===== src/rtl/uart_pkg.sv =====
// Shared UART definitions: frame state encoding, parity type codes and the
// default data width. Used by both the TX and RX sides.
package uart_pkg;

  localparam int DEFAULT_DATA_WIDTH = 8;
  localparam int STATE_WIDTH        = 3;

  localparam logic PAR_EVEN = 1'b0;
  localparam logic PAR_ODD  = 1'b1;

  typedef enum logic [STATE_WIDTH-1:0] {
    IDLE   = 3'd0,
    SYNC   = 3'd1,
    START  = 3'd2,
    DATA   = 3'd3,
    PARITY = 3'd4,
    STOP   = 3'd5
  } tx_state_e;

endpackage


===== src/rtl/uart_tx_ctrl_if.sv =====
// Parallel-side handshake of the UART transmitter: byte, request, parity
// options going in; busy and frame-complete status coming back.
import uart_pkg::*;

interface uart_tx_ctrl_if #(
  parameter int DATA_WIDTH = DEFAULT_DATA_WIDTH
);

  logic [DATA_WIDTH-1:0] i_data;
  logic                  i_data_valid;
  logic                  i_par_en;
  logic                  i_par_typ;
  logic                  o_busy;
  logic                  o_done;

  // Producer of bytes (the system side)
  modport master (
    output i_data, i_data_valid, i_par_en, i_par_typ,
    input  o_busy, o_done
  );

  // The transmitter itself
  modport slave (
    input  i_data, i_data_valid, i_par_en, i_par_typ,
    output o_busy, o_done
  );

endinterface


===== src/rtl/uart_parity_calc.sv =====
// Combinational parity generator: XOR-reduce of the data word, seeded with 1
// for odd parity so the result is inverted. Shared with the RX checker.
module uart_parity_calc
  import uart_pkg::*;
#(
  parameter int DATA_WIDTH = DEFAULT_DATA_WIDTH
) (
  input  logic [DATA_WIDTH-1:0] data,
  input  logic                  par_typ,
  output logic                  par_bit
);

  logic [DATA_WIDTH:0] xor_chain;

  // Seed selects even/odd; each stage folds in one data bit
  assign xor_chain[0] = (par_typ == PAR_ODD);

  genvar gi;
  generate
    for (gi = 0; gi < DATA_WIDTH; gi++) begin : g_xor
      assign xor_chain[gi+1] = xor_chain[gi] ^ data[gi];
    end
  endgenerate

  assign par_bit = xor_chain[DATA_WIDTH];

endmodule


===== src/rtl/uart_tx_ctrl.sv =====
// UART transmit controller: accepts a byte on the handshake interface and
// serialises start, data (LSB first), optional parity and stop, one bit per
// baud tick. A SYNC state waits for the first tick so every bit is a full
// tick period. All outputs come straight from registers.
module uart_tx_ctrl
  import uart_pkg::*;
#(
  parameter int DATA_WIDTH = DEFAULT_DATA_WIDTH,
  parameter int CNT_WIDTH  = 3
) (
  input  logic                i_clk,
  input  logic                i_rst,
  input  logic                i_baud_tick,
  uart_tx_ctrl_if.slave       tx_if,
  output logic                o_tx_out,
  output logic                o_cnt_en
);

  localparam logic [CNT_WIDTH-1:0] LAST_IDX = CNT_WIDTH'(DATA_WIDTH - 1);

  tx_state_e             state_reg, state_next;
  logic [DATA_WIDTH-1:0] shift_reg, shift_next;
  logic [CNT_WIDTH-1:0]  bit_idx_reg, bit_idx_next;
  logic                  par_en_reg, par_en_next;
  logic                  par_bit_reg, par_bit_next;
  logic                  tx_reg, tx_next;
  logic                  busy_reg, busy_next;
  logic                  done_reg, done_next;
  logic                  cnt_en_reg, cnt_en_next;
  logic                  par_bit_calc;

  // Parity is computed from the live inputs and captured on accept
  uart_parity_calc #(.DATA_WIDTH(DATA_WIDTH)) u_parity (
    .data    (tx_if.i_data),
    .par_typ (tx_if.i_par_typ),
    .par_bit (par_bit_calc)
  );

  // Frame sequencing: next state, datapath updates and next output values
  always_comb begin
    state_next   = state_reg;
    shift_next   = shift_reg;
    bit_idx_next = bit_idx_reg;
    par_en_next  = par_en_reg;
    par_bit_next = par_bit_reg;
    tx_next      = tx_reg;
    busy_next    = busy_reg;
    done_next    = 1'b0;
    cnt_en_next  = 1'b0;

    case (state_reg)
      IDLE: begin
        tx_next   = 1'b1;
        busy_next = 1'b0;
        if (tx_if.i_data_valid) begin
          shift_next   = tx_if.i_data;
          par_en_next  = tx_if.i_par_en;
          par_bit_next = par_bit_calc;
          busy_next    = 1'b1;
          state_next   = SYNC;
        end
      end
      SYNC: begin
        tx_next = 1'b1;
        if (i_baud_tick) begin
          tx_next    = 1'b0;
          state_next = START;
        end
      end
      START: begin
        if (i_baud_tick) begin
          tx_next      = shift_reg[0];
          bit_idx_next = '0;
          state_next   = DATA;
        end
      end
      DATA: begin
        if (i_baud_tick) begin
          cnt_en_next = 1'b1;
          shift_next  = shift_reg >> 1;
          if (bit_idx_reg == LAST_IDX) begin
            bit_idx_next = '0;
            if (par_en_reg) begin
              tx_next    = par_bit_reg;
              state_next = PARITY;
            end else begin
              tx_next    = 1'b1;
              state_next = STOP;
            end
          end else begin
            bit_idx_next = bit_idx_reg + CNT_WIDTH'(1);
            tx_next      = shift_reg[1];
          end
        end
      end
      PARITY: begin
        if (i_baud_tick) begin
          tx_next    = 1'b1;
          state_next = STOP;
        end
      end
      STOP: begin
        tx_next = 1'b1;
        if (i_baud_tick) begin
          busy_next  = 1'b0;
          done_next  = 1'b1;
          state_next = IDLE;
        end
      end
      default: begin
        tx_next    = 1'b1;
        busy_next  = 1'b0;
        state_next = IDLE;
      end
    endcase
  end

  // State and output registers; reset aborts any frame and idles the line
  always_ff @(posedge i_clk or negedge i_rst) begin
    if (!i_rst) begin
      state_reg   <= IDLE;
      shift_reg   <= '0;
      bit_idx_reg <= '0;
      par_en_reg  <= 1'b0;
      par_bit_reg <= 1'b0;
      tx_reg      <= 1'b1;
      busy_reg    <= 1'b0;
      done_reg    <= 1'b0;
      cnt_en_reg  <= 1'b0;
    end else begin
      state_reg   <= state_next;
      shift_reg   <= shift_next;
      bit_idx_reg <= bit_idx_next;
      par_en_reg  <= par_en_next;
      par_bit_reg <= par_bit_next;
      tx_reg      <= tx_next;
      busy_reg    <= busy_next;
      done_reg    <= done_next;
      cnt_en_reg  <= cnt_en_next;
    end
  end

  assign o_tx_out     = tx_reg;
  assign o_cnt_en     = cnt_en_reg;
  assign tx_if.o_busy = busy_reg;
  assign tx_if.o_done = done_reg;

endmodule


===== src/flat_wrapper.sv =====
// flat-port wrapper written by rule: the top's interface ports become plain ports
module uart_tx_ctrl_flat import uart_pkg::*;
#(
  parameter int DATA_WIDTH = DEFAULT_DATA_WIDTH,
  parameter int CNT_WIDTH  = 3
)
  (i_clk, i_rst, i_baud_tick, o_tx_out, o_cnt_en, tx_if_i_data, tx_if_i_data_valid, tx_if_i_par_en, tx_if_i_par_typ, tx_if_o_busy, tx_if_o_done);
  uart_tx_ctrl_if #(.DATA_WIDTH(DATA_WIDTH)) tx_if_i ();
  input  logic i_clk;
  input  logic i_rst;
  input  logic i_baud_tick;
  output logic o_tx_out;
  output logic o_cnt_en;
  input wire logic [$bits(tx_if_i.i_data)-1:0] tx_if_i_data;
  input wire logic [$bits(tx_if_i.i_data_valid)-1:0] tx_if_i_data_valid;
  input wire logic [$bits(tx_if_i.i_par_en)-1:0] tx_if_i_par_en;
  input wire logic [$bits(tx_if_i.i_par_typ)-1:0] tx_if_i_par_typ;
  output wire logic [$bits(tx_if_i.o_busy)-1:0] tx_if_o_busy;
  output wire logic [$bits(tx_if_i.o_done)-1:0] tx_if_o_done;
  assign tx_if_i.i_data = tx_if_i_data;
  assign tx_if_i.i_data_valid = tx_if_i_data_valid;
  assign tx_if_i.i_par_en = tx_if_i_par_en;
  assign tx_if_i.i_par_typ = tx_if_i_par_typ;
  assign tx_if_o_busy = tx_if_i.o_busy;
  assign tx_if_o_done = tx_if_i.o_done;
  uart_tx_ctrl #(.DATA_WIDTH(DATA_WIDTH), .CNT_WIDTH(CNT_WIDTH)) u_core (.i_clk(i_clk), .i_rst(i_rst), .i_baud_tick(i_baud_tick), .tx_if(tx_if_i), .o_tx_out(o_tx_out), .o_cnt_en(o_cnt_en));
endmodule

===== config.mk =====
export PLATFORM = sky130hd
export DESIGN_NAME = uart_tx_ctrl_flat
export DESIGN_NICKNAME = d
export VERILOG_FILES = /design/src/rtl/uart_pkg.sv /design/src/rtl/uart_tx_ctrl_if.sv /design/src/rtl/uart_parity_calc.sv /design/src/rtl/uart_tx_ctrl.sv /design/src/flat_wrapper.sv
export SDC_FILE = /design/constraint.sdc
export NUM_CORES = 1
export LEC_CHECK = 0
export CAP_MARGIN = 15
export CORE_UTILIZATION = 45
export CTS_BUF_LIST = sky130_fd_sc_hd__clkbuf_4 sky130_fd_sc_hd__clkbuf_8
export DETAILED_ROUTE_END_ITERATION = 8
export PLACE_DENSITY = 0.69
export SETUP_SLACK_MARGIN = 0.3
export SLEW_MARGIN = 10
export SYNTH_ARGS = -nofsm -noshare
export SYNTH_HDL_FRONTEND = slang
export SYNTH_HIERARCHICAL = 1
export SYNTH_SLANG_ARGS = --single-unit

===== constraint.sdc =====
create_clock -name i_clk -period 2.2 [get_ports i_clk]
set_clock_uncertainty 0.2 [all_clocks]
set_input_delay 0.22 -clock i_clk [delete_from_list [all_inputs] [get_ports i_clk]]
set_output_delay 0.22 -clock i_clk [all_outputs]
set_load 0.01 [all_outputs]

### Yosys cells after proc, flatten, opt, wreduce, memory -nomap -nowiden

Cells that the tools add are included.
W data, S select, Z words.

| operators by class | value |
|---|---|
| equality and inequality tests | 13 |
| reductions and logical operators | 10 |
| mux-type cells | 28 |
| $mul | 0 |
| bitwise logic cells | 9 |
| shift-type cells | 0 |
| divide/modulo/power cells | 0 |
| $add $sub $neg | 1 |
| order comparisons | 0 |

Operators by type and width:

| cell | number |
|---|---|
| $mux W3 | 9 |
| $pmux W3 S6 | 1 |
| $mux W8 | 2 |
| $pmux W8 S2 | 1 |
| $mux W1 | 12 |
| $ne A2 B2 Y1 const B | 6 |
| $eq A3 B3 Y1 const B | 3 |
| $reduce_and A3 Y1 | 3 |
| $xor A1 B1 Y1 | 8 |
| $reduce_and A7 Y1 | 1 |
| $eq A3 B2 Y1 const B | 2 |
| $pmux W3 S2 | 1 |
| $pmux W1 S4 | 1 |
| $reduce_and A2 Y1 | 2 |
| $reduce_bool A2 Y1 | 2 |
| $reduce_or A4 Y1 | 1 |
| $add A3 B1 Y3 const B | 1 |
| $eq A3 B1 Y1 const B | 1 |
| $logic_not A3 Y1 | 1 |
| $pmux W1 S3 | 1 |
| $ne A2 B1 Y1 const B | 1 |
| $not A1 Y1 | 1 |

| word-level totals | value |
|---|---|
| word-level logic and storage cells | 70 |
| memory bits (writable) | 0 |
| input bits | 14 |
| bits in latches | 0 |
| memories | 0 |
| output and inout port bits | 4 |
| register bits after elaboration | 20 |
| ROM bits | 0 |

### Logic depth before layout (Yosys ltp)

| depth | value |
|---|---|
| word-level depth | 8 |
| gate-level depth with buffers | 6 |
| gate-level depth less buffers | 5 |

### Modules after synthesis

The synthesis kept the hierarchy.

Modules (own cells, without submodules):

| module | cells an instance | area an instance (µm²) | instances | seq. area each (µm²) |
|---|---|---|---|---|
| uart_tx_ctrl | 102 | 999.7 | 1 | 501.7 |
| uart_parity_calc | 7 | 82.6 | 1 | 0.0 |

### Worst setup path before layout

Ideal clock, no wire load.

| path | value |
|---|---|
| kind | register -> register |
| start | register u_core.state_reg[1] |
| end | register u_core.par_en_reg |
| buffers on the path | 0 |
| stages on the path, launching flop included | 4 |
| slack | 559 ps |
| clock period less this slack | 1,641 ps |
| arrival | 1,316 ps |
| setup time | 125 ps |
| cells stage by stage | dfrtp_1 or3b_4 nor2_1 mux2_2 |

| on the way | value |
|---|---|
| word-level cells in the longest chain between the ends | 2 |

Ends and longest elaborated chain:

| what | line | text |
|---|---|---|
| start, declared | uart_tx_ctrl.sv:21 | `tx_state_e state_reg, state_next;` |
| start signal, assigned | uart_tx_ctrl.sv:131 | `state_reg <= state_next;` |
| $logic_not A3 Y1 | uart_tx_ctrl.sv:51 | `case (state_reg)` |
| $reduce_and A2 Y1 (no source line) | - |  |
| end signal, assigned | uart_tx_ctrl.sv:134 | `par_en_reg <= par_en_next;` |
| end, declared | uart_tx_ctrl.sv:24 | `logic par_en_reg, par_en_next;` |

Every way passes these cells.
A chain may end at the register's enable or synchronous reset.

### Worst setup path after layout

| path | value |
|---|---|
| start | register u_core.state_reg[1] |
| end | register u_core.par_bit_reg |

| on the way | value |
|---|---|
| word-level cells in the longest chain between the ends | 2 |

Ends and longest elaborated chain:

| what | line | text |
|---|---|---|
| $logic_not A3 Y1 | uart_tx_ctrl.sv:51 |  |
| $reduce_and A2 Y1 (no source line) | - |  |
| end signal, assigned | uart_tx_ctrl.sv:135 | `par_bit_reg <= par_bit_next;` |
| end, declared | uart_tx_ctrl.sv:25 | `logic par_bit_reg, par_bit_next;` |

Every way passes these cells.

==> flow_metrics.py <==
metrics = {
    "logic_synthesis": {
        "ys_top_cells_by_area": "dfrtp_1 44%, mux2i_1 6.5%, nor2_1 5.5%, a21oi_1 3.7%, o21ai_0 3.7%",
        "syn_inst": 109,
        "syn_area_sq_um": 1080,
        "syn_nets": 125,
        "async_reset_ff_share_pct": 100,
        "yosysMostFrequentCell": "dfrtp_1",
        "synthFlopType": "dfrtp_1",
        "yosys.area.top_type": "dfrtp_1",
        "syn_area_per_cell_sq_um": 9.93,
        "ys_types": 33,
        "synth_warnings": 6,
        "synth_edf_count": 0,
        "synth_common_cells": "19 x dfrtp_1, 16 x nor2_1, 9 x nand2_1",
        "synth_seq_cells": 20,
        "synth_seq_area_share_pct": 46.4,
        "yosys.area.top_type_share_pct": 43.9,
    },
    "global_route": {
        "grt.overflow.total": 0,
        "antenna_found_initial": 0,
        "grt_max_degree": 21,
        "grt_pass1_vias": 852,
        "grt_usage_pct": 18.9,
        "grt_pass1_wl_microns": 3590,
    },
    "placed_design": {
        "portBuffers": 17,
        "dp_hpwl_microns": 1440,
        "gp_congestion": 0.834,
        "post_dp_cell_area_sq_um": 1290,
    },
    "layout": {
        "diodes": 0,
        "area_growth_pct": 24.7,
        "stdcell_area_sq_um": 1350,
        "drive_gt1_share_pct": 14.6,
        "largest_reg_flops": 8,
        "multi_input_area_sq_um": 548,
        "regArea_sq_um": 503,
        "fill_cells": 192,
        "nets": 147,
    },
    "detailed_routing": {
        "wl_met2_microns": 947,
        "via_per_inst": 5.23,
        "drc": 0,
        "wl_met3_microns": 66,
        "drt-met1-wl_microns": 948,
        "vias": 826,
        "routedWlPerCell_microns": 12.7,
        "routed_wl_microns": 2010,
        "top_layer": "met4",
        "first_pass_iters": 4,
        "postRouteAntennaNets": 0,
        "drtIter0Drc": 14,
    },
    "clock_tree": {
        "clk_path_buf_depth": 2,
        "clk_latency_ns": 0.30,
        "holdBufCountCts": 0,
        "clkTransAtPathRegs_ns": 0.12,
        "cts-root-buf": "clkbuf_4",
        "htreeDepth": 1,
        "clock-sinks": 20,
        "cts_buffers": 3,
        "cts_tree": "done",
    },
    "timing": {
        "setup_viol": 0,
        "fmax_mhz": 549,
        "tns_ns": 0,
        "timing.final.max_slew_violations": 0,
        "hold_viol": 0,
        "rsz0062_at_grt": "no",
        "slew_headroom_pct": 82.0,
        "min_period_ns": 1.82,
        "period_share_pct": 82.8,
        "worst_pin_slew_ns": 0.269,
    },
    "worst_setup_path": {
        "cpPeakStageDelay_ns": 0.51,
        "path_max_fanout": 14,
        "crit_slowest_cell": "dfrtp_2",
        "critPathCaptureType": "flip-flop",
        "worst_ep_required_time_ns": 2.20,
        "path_cells": "or3b_4, nor2_1, mux2_2",
        "critPathLaunchType": "flip-flop",
        "worstSetupPathType": "flip-flop to flip-flop",
        "cp_data_arrival_time_ns": 1.82,
    },
    "outcome": {
        "status": "finished, final reports clean",
    },
    "die": {
        "dieArea_sq_um": 2610,
        "io_pins": 18,
        "dieHeight_microns": 51.0,
        "core_area_sq_um": 2230,
        "rows": 17,
        "initial_core_util_pct": 48.5,
        "die_w_microns": 51.0,
    },
    "power": {
        "p_sw_w": 0.000573,
        "swShare_pct": 36.7,
        "ir_drop_mv": 0.674,
        "leakage_nw": 0.567,
        "power_density_nw_per_um2": 1160,
        "power.internal_w": 0.000988,
        "p_clk_share_pct": 13.9,
        "p_comb_share_pct": 45.5,
        "p_seq_share_pct": 40.5,
    },
    "run": {
        "maxCapViolCount": 0,
    },
    "hold_path": {
        "hp-class": "input port to async pin",
    },
}
-- layout by cell type, fill, tap and decap left out, types with 2 or more instances in the layout --
| master | n |
|---|---|
| a21o_1 | 2 |
| a21oi_1 | 8 |
| a21oi_2 | 2 |
| buf_4 | 4 |
| clkbuf_4 | 3 |
| clkdlybuf4s50_1 | 17 |
| dfrtp_1 | 18 |
| ha_1 | 2 |
| inv_1 | 2 |
| mux2_2 | 2 |
| mux2i_1 | 7 |
| nand2_1 | 8 |
| nand3_1 | 4 |
| nand3b_1 | 2 |
| nor2_1 | 16 |
| nor2b_1 | 2 |
| o21ai_0 | 8 |
| xnor2_1 | 4 |
-- layer usage --
| metal | track usage, % | vias up |
|---|---|---|
| met5 | 0 | - |
| met4 | 10.2 | 0 |
| met1 | 25.0 | 384 |
| li1 | - | 422 |
| met2 | 29.8 | 15 |
| met3 | 2.68 | 5 |
-- repair_timing --
action / CTS / global route
resized for setup: 0 / 3
setup endpoints to repair: 0 / 11
buffers inserted: 0 / 1
-- path summary, 6_finish.rpt --
path                                            startpoint                              end  slack (ns)  depth (start not counted)
setup / recovery           u_core/state_reg[1]$_DFFE_PN0P_   u_core/par_bit_reg$_DFFE_PN0P_        0.38                          3
hold / removal                                       i_rst    u_core/tx_if.o_done$_DFF_PN0_        0.03                          2
setup reg to reg           u_core/state_reg[1]$_DFFE_PN0P_   u_core/par_bit_reg$_DFFE_PN0P_        0.38                          3
hold reg to reg            u_core/tx_if.o_busy$_DFFE_PN0P_  u_core/tx_if.o_busy$_DFFE_PN0P_        0.30                          1
max in group asynchronous                            i_rst      u_core/o_tx_out$_DFFE_PN1P_        1.50                          2
min in group i_clk         u_core/tx_if.o_busy$_DFFE_PN0P_  u_core/tx_if.o_busy$_DFFE_PN0P_        0.30                          1
-- area by class of cell --
cell class	count	share of cell area, %
timing repair buffer	22	16.3
multi-input combinational	82	40.6
sequential	20	37.3
inverter	2	0.556
clock buffer	4	2.69
tap	28	2.60
-- critical path, delay by kind of cell, from the launching register on --
| kind | cells | cell delay, ns |
|---|---|---|
| flops | 1 | 0.51 |
| simple gates | 2 | 0.64 |
| mux | 1 | 0.36 |
-- power by group through the flow --
| stage | registers, W | clock network (W) | logic (W) |
|---|---|---|---|
| finish | 0.000633 | 0.000217 | 0.000711 |
| global route | 0.000654 | 0.000239 | 0.000797 |
| CTS | 0.000629 | 0.000224 | 0.000672 |
| detailed placement | 0.000637 | 0 | 0.000669 |
| global placement | 0.000631 | 0 | 0.000645 |
| floorplan | 0.000610 | 0 | 0.000513 |
-- stage by stage --
step	util [%]	total power (W)	hold slack, ns	std cells	worst slack [ns]
finish	60.4	0.00156	0.0335	158	0.379
global placement	57.8	0.00128	0.275	153	0.234
CTS	59.4	0.00153	0.0383	157	0.316
detailed placement	57.8	0.00131	0.275	153	0.206
global route	60.4	0.00169	0.0646	158	0.345
floorplan	-	0.00112	-0.276	109	0.559
-- cells by family (layout without fill, tap and decap cells) --
| family | count (synthesis) | after routing | synth area share (%) |
|---|---|---|---|
| flip-flops | 20 | 20 | 46.4 |
| buffers and inverters | 7 | 28 | 3.24 |
| AND/OR/NAND/NOR | 40 | 40 | 17.9 |
| XOR/XNOR | 7 | 7 | 7.63 |
| AO/OA/AOI/OAI | 24 | 24 | 14.0 |
| adder cells (fa/ha/maj) | 2 | 2 | 2.31 |
| multiplexers | 9 | 9 | 8.56 |
No activity file was read; power rests on OpenSTA's default activity.
